## src/rtl/counter_run_controller.sv

```systemverilog
// Run/stop, direction and clear sequencer for the hex counter display datapath.
// Raw push-buttons are synchronised and debounced, then they gate a prescaled 24-bit up/down count.
module counter_run_controller #(
  parameter int unsigned TICK_DIV        = 5000000,
  parameter int unsigned DEBOUNCE_CYCLES = 1000000
) (
  input  logic        clock,
  input  logic        reset_n,
  input  logic [2:0]  key_n,
  output logic [23:0] count,
  output logic        running,
  output logic        count_up,
  output logic        tick
);

  localparam int unsigned PW = $clog2(TICK_DIV);
  localparam int unsigned DW = $clog2(DEBOUNCE_CYCLES);
  localparam logic [PW-1:0] PRESC_LAST = PW'(TICK_DIV - 1);
  localparam logic [DW-1:0] DB_LAST    = DW'(DEBOUNCE_CYCLES - 1);

  typedef enum logic {
    STOPPED = 1'b0,
    RUNNING = 1'b1
  } run_state_t;

  run_state_t      state;
  logic [PW-1:0]   presc;
  logic [2:0]      sync_a;
  logic [2:0]      sync_b;
  logic [1:0]      sync_fill;
  logic [2:0]      key_deb;
  logic [2:0]      key_armed;
  logic [2:0]      key_press;
  logic [DW-1:0]   db_cnt [3];
  logic            step;

  always_ff @(posedge clock or negedge reset_n) begin
    if (!reset_n) begin
      sync_a    <= '1;
      sync_b    <= '1;
      sync_fill <= '0;
    end else begin
      sync_a    <= key_n;
      sync_b    <= sync_a;
      sync_fill <= {sync_fill[0], 1'b1};
    end
  end

  // A key only arms once the flushed synchroniser shows it released, so a
  // button held through reset cannot produce a press until it is let go.
  always_ff @(posedge clock or negedge reset_n) begin
    if (!reset_n) begin
      key_deb   <= '1;
      key_armed <= '0;
      for (int unsigned i = 0; i < 3; i++) begin
        db_cnt[i] <= '0;
      end
    end else begin
      for (int unsigned i = 0; i < 3; i++) begin
        if (sync_b[i] == key_deb[i]) begin
          db_cnt[i] <= '0;
        end else if (db_cnt[i] == DB_LAST) begin
          key_deb[i] <= sync_b[i];
          db_cnt[i]  <= '0;
        end else begin
          db_cnt[i] <= db_cnt[i] + 1'b1;
        end
        if (sync_fill[1] && key_deb[i] && sync_b[i]) begin
          key_armed[i] <= 1'b1;
        end
      end
    end
  end

  // Press is decoded on the edge that flips the debounced level so the
  // command lands on that same edge.
  always_comb begin
    key_press = '0;
    for (int unsigned i = 0; i < 3; i++) begin
      key_press[i] = key_armed[i] & key_deb[i] & ~sync_b[i] & (db_cnt[i] == DB_LAST);
    end
  end

  assign step    = (state == RUNNING) && (presc == PRESC_LAST);
  assign running = (state == RUNNING);

  always_ff @(posedge clock or negedge reset_n) begin
    if (!reset_n) begin
      state    <= STOPPED;
      presc    <= '0;
      count    <= '0;
      count_up <= 1'b1;
      tick     <= 1'b0;
    end else begin
      tick <= 1'b0;
      if (key_press[2]) begin
        count <= '0;
        presc <= '0;
      end else if (step) begin
        presc <= '0;
        count <= count_up ? count + 24'd1 : count - 24'd1;
        tick  <= 1'b1;
      end else if (state == RUNNING) begin
        presc <= presc + 1'b1;
      end
      if (key_press[1]) begin
        count_up <= ~count_up;
      end
      if (key_press[0]) begin
        state <= (state == RUNNING) ? STOPPED : RUNNING;
      end
    end
  end

endmodule

```

## config.mk

```make
export PLATFORM = sky130hd
export DESIGN_NAME = counter_run_controller
export DESIGN_NICKNAME = d
export VERILOG_FILES = /design/src/rtl/counter_run_controller.sv
export SDC_FILE = /design/constraint.sdc
export NUM_CORES = 1
export LEC_CHECK = 0
export ABC_CLOCK_PERIOD_IN_PS = 7980
export BUFFER_PORTS_ARGS = -buffer_cell sky130_fd_sc_hd__clkbuf_2
export CORE_ASPECT_RATIO = 0.5
export CORE_UTILIZATION = 55
export CTS_CLUSTER_DIAMETER = 200
export DETAILED_ROUTE_END_ITERATION = 8
export PLACE_DENSITY = 0.84
export SLEW_MARGIN = 5
export SYNTH_ARGS = -nofsm -noshare
export SYNTH_HDL_FRONTEND = slang
export SYNTH_SLANG_ARGS = --single-unit
export TNS_END_PERCENT = 10
```

## constraint.sdc

```tcl
create_clock -name clock -period 7.98 [get_ports clock]
set_clock_uncertainty 0.1 [all_clocks]
set_input_delay 1.197 -clock clock [delete_from_list [all_inputs] [get_ports clock]]
set_output_delay 1.197 -clock clock [all_outputs]
set_load 0.005 [all_outputs]
```

Yosys cells after proc, flatten, opt, wreduce, memory -nomap -nowiden
Cells that the tools add are included.

word-level totals
  register bits after elaboration = 124
  bits of input ports = 5
  output and inout bits = 27
  word-level logic and storage cells = 73

operators by class
  $add $sub $neg = 6
  eq/ne operators = 7
  muxes and demuxes = 15
  bitwise logic cells = 16
  reductions and logical operators = 12

operator list
  kind                   count
  $mux 20                6
  $mux 24                3
  $mux 23                3
  $add 20x1->20 const B  3
  $eq 20x20->1 const B   3
  $add 24x1->24 const B  1
  $sub 24x1->24 const B  1
  $add 23x1->23 const B  1
  $eq 23x23->1 const B   1
  $and 1x1->1            9
  $logic_and 1x1->1      7
  $not 1->1              7
  $reduce_and 2->1       3
  $eq 1x1->1             3
  $mux 1                 3
  $reduce_bool 3->1      1
  $reduce_bool 2->1      1

Longest topological paths before layout
  depth in word-level cells = 4
  mapped depth = 10
  mapped depth without buffers = 9

Worst setup path after synthesis
Ideal clock, no wire load.

  kind = register -> register
  from = register count_up
  to = register count[19]
  setup time = 0.135 ns
  data arrival time = 2.567 ns
  data required time = 7.745 ns
  path slack = 5.178 ns
  cell stages (with the launch flop) = 10
  buffers on the path = 0
  clock period less this slack = 2.802 ns
  path through = dfstp_2 > inv_1 > ha_1 > a21o_1 > a31o_2 > a21oi_1 > o21ai_0 > a311oi_1 > xor2_1 > o21ai_0

between the ends
  cells in the longest elaborated chain, start to end = 3

ends and longest elaborated chain
  what                    RTL line  text
  from (decl)             12        output logic count_up,
  from (signal assigned)  107       count_up <= ~count_up;
  $mux 24                 101       count <= count_up ? count + 24'd1 : count - 24'd1;
  $mux 24                 99        end else if (step) begin
  $mux 24                 96        if (key_press[2]) begin
  to (signal assigned)    101
  to (decl)               10        output logic [23:0] count,

No other way between the ends. The select of a mux whose other input is x is not followed.
A chain may end at the register's enable or synchronous reset.

Final worst setup path
Same ends and word-level chain as after synthesis.

==> out/results.tsv <==
stage	metric	value	unit
status	outcome	completed	
placement	placed instance area	7110	µm²
placement	Setup WS pre-CTS	4.72	ns
pwr	Power Total	1.46	mW
pwr	Worst VDD drop	149	µV
placement	DP Cell Count	892	
floorplan	I/O pins	32	
synthesis	Post-Synthesis Cells	710	
synthesis	#FFs+latches synth	124	
cts	post-CTS setup buffers	0	
placement	routability cong.	0.921	
grt	largest net degree at the start of global routing	74	
detailed_routing	Post-DRT Antenna Nets	0	
floorplan	cell row count	28	
placement	port bufs	31	
worst_setup_path	Crit path required time	8.14	ns
pwr	Seq pwr share	44.1	%
timing	Period minus WS final	3.32	ns
grt	global-route wire length before repair	24100	µm
cts	CTS root buffer	clkbuf_16	
worst_setup_path	Worst Path Arrival	3.48	ns
timing	fmax	301	MHz
pwr	Clk network pwr share	54.1	%
synthesis	synth unique cells	65	
finish	post-layout util	64.6	%
grt	initial antenna violation count	0	
timing	endpoints failing hold	0	
timing	RSZ-0062 raised after global routing	false	
pwr	Lkg Pwr	3.47	nW
cts	CTS Sinks	124	
grt	total gr overflow	0	
finish	Antenna Cells	0	
run	max cap viols	0	
timing	endpoints failing setup	0	
cts	Clock Latency Late Sink	0.42	ns
placement	HPWL Detailed	9260	µm
synthesis	Syn Nets	742	
cts	CTS Buf Count	17	
detailed_routing	total wire length	14300	µm
floorplan	Die Width	159	µm
grt	GRT Overall Usage	23.4	%
worst_setup_path	worst setup path category	reg2reg	
detailed_routing	DRC Markers	0	
cts	Hold Buf Count CTS	0	
detailed_routing	Initial DRT Pass Iterations	4	
synthesis	synthesized area	6820	µm²
hold_path	Hold Crit Start	sync_fill[0]	
synthesis	Yosys warnings	0	
grt	vias in the first global route	5219	
floorplan	die extent in y	80.7	µm
finish	Finished Cell Area	7720	µm²
worst_setup_path	CP endpoint kind	flop	
finish	fillcell total	866	
floorplan	die footprint	12900	µm²
timing	setup slack after layout	4.66	ns
detailed_routing	routed vias/inst	5.80	
synthesis	Post-synth EDFFs	0	
finish	Net count, final	778	
finish	Area Growth Syn to Fin	13.2	%
finish	fin cells	924	
floorplan	Initial Util	57.1	%
timing	fin crit share	41.6	%
floorplan	Core Region	11900	µm²
synthesis	post-synth top area share	41.9	%
synthesis	ranking of synthesized cells by area	dfrtp_1 (42%), nor2_1 (6.5%), xor2_1 (6.2%)	
cts	clock slew at reported path FFs	0.06	ns
timing	Slew Limit Fails	0	
synthesis	most area-hungry cell type in the Yosys netlist	dfrtp_1	
synthesis	syn avg cell area	9.60	µm²
timing	worst slew pin tran	0.925	ns
cts	TritonCTS clock tree	done	
cts	H-tree depth	4	
timing	TNS Setup	0	ns
pwr	Pwr per Cell Area	189	nW/µm²
cts	PostCTS Resize Cnt	0	
cts	Bufs on Longest Clock Path	2	
pwr	combinational share of power	1.8	%
worst_setup_path	crit path max fanout	22	
synthesis	Synth async-reset ratio	100	%
worst_setup_path	worst setup path endpoint	count[19]	
timing	Slew headroom	37.9	%
detailed_routing	routed vias	5358	
worst_setup_path	worst setup path startpoint	count_up	
timing	Hold WS	0.255	ns
finish	layout cells sized above 1	12.6	%
pwr	Net Sw Frac	21.0	%
pwr	Int Pwr	1.15	mW
worst_setup_path	Critical Path Start Type	flop	
worst_setup_path	R2R depth	9	
hold_path	Hold Crit Class	reg2reg	
worst_setup_path	r2r setup slk	4.66	ns
pwr	Switching Power	0.306	mW
worst_setup_path	Crit Reg-Reg Startpoint	count_up	
detailed_routing	drt wl/cell	15.5	µm
synthesis	sequential fraction of the synthesis area	45.7	%
worst_setup_path	RR Endpoint	count[19]	
synthesis	dominant synthesized flop cell	dfrtp_1	
detailed_routing	drt first-iter violations	422	
-- power groups by stage --
| stage | clock network [mW] | logic (mW) | registers, mW |
|---|---|---|---|
| floorplan | 0 | 0.0111 | 0.651 |
| global placement | 0 | 0.0263 | 0.652 |
| detailed placement | 0 | 0.0271 | 0.652 |
| CTS | 0.795 | 0.0277 | 0.641 |
| global route | 0.822 | 0.0320 | 0.642 |
| finish | 0.788 | 0.0266 | 0.641 |
-- registers in the layout (all words and copies together), names as in the netlist --
register   cells
count         24
running        1
key_deb        3
key_armed      3
count_up       1
sync_a         3
sync_b         3
tick           1
sync_fill      2
presc         23
db_cnt        60
-- per-layer routing --
| layer | routed length [µm] | global-route usage [%] | share of wire, % | vias up |
|---|---|---|---|---|
| met3 | 541 | 4.86 | 3.8 | 24 |
| met5 | 0 | 0 | 0 | - |
| met1 | 6510 | 29.1 | 45 | 2635 |
| met4 | 210 | 9.13 | 1.5 | 0 |
| met2 | 7080 | 40.9 | 49 | 139 |
| li1 | - | - | - | 2560 |
-- cell families (layout without fill, tap and decap cells) --
group           after synthesis  in the layout  share of synthesized area, %
simple gates                302            302                          22.1
flops                       124            124                          45.7
compound gates              116            116                          11.1
xor+xnor                     92             92                          11.8
buf+inv                      36             85                          2.35
fa+ha+maj                    27             27                          5.07
mux                          12             12                          1.84
other cells                   1              1                        0.0550
-- placed cells by master, fill, tap and decap left out, drive strengths merged, types with 4 or more instances in the layout --
master	Yosys	final
nor2	119	119
dfrtp	114	114
clkbuf	9	52
nand2	49	49
xor2	48	48
xnor2	44	44
nand3	41	41
a21oi	33	33
o21ai	33	33
ha	26	26
inv	19	20
and3	18	18
nor3	13	13
nand4	12	12
a21o	12	12
dfstp	10	10
nor4	9	9
or3	8	8
mux2i	8	8
nand2b	6	6
a31oi	6	6
mux2	4	4
a31o	4	4
o211ai	4	4
clkinvlp	0	4
buf	8	4
or2	4	4
and4	4	4
-- how the worst min path moves through the flow --
stage	end	slack (ns)	cells after the start
after detailed placement	sync_fill[1]	0.25	0
after global placement	sync_fill[1]	0.23	0
after floorplan	sync_fill[1]	0.23	0
after CTS	sync_fill[1]	0.26	0
after global routing	sync_b[1]	0.26	0
final	sync_fill[1]	0.25	0
-- cell usage after synthesis, types with 4 or more instances --
cell and instances:
a21o_1 12, a21oi_1 33, a31o_2 4, a31oi_1 6, and3_1 18, buf_2 4, clkbuf_1 8, dfrtp_1 114
dfstp_2 10, ha_1 26, inv_1 19, mux2_2 4, mux2i_1 8, nand2_1 49, nand2b_1 6, nand3_1 41
nand4_1 12, nor2_1 118, nor3_1 13, nor4_1 5, o211ai_1 4, o21ai_0 29, or3_1 8, xnor2_1 44
xor2_1 48
-- worst max-delay path: stages (launching register included) --
cell and delay (ns):
dfstp_2 0.61, inv_1 0.38, ha_1 0.51, a21o_1 0.24
a31o_2 0.25, a21oi_1 0.12, o21ai_0 0.27, a311oi_1 0.42
xor2_1 0.16, o21ai_0 0.09
-- area by class of cell --
type / count / area [µm²] / area share, %
clock buffer: 22 / 464 / 6.01
clock inverter: 10 / 139 / 1.80
inverter: 19 / 71.3 / 0.924
multi-input combinational: 550 / 3540 / 45.9
sequential: 124 / 3120 / 40.4
tap: 165 / 206 / 2.68
timing repair buffer: 34 / 180 / 2.33
Power figures use the tool's default switching activity.
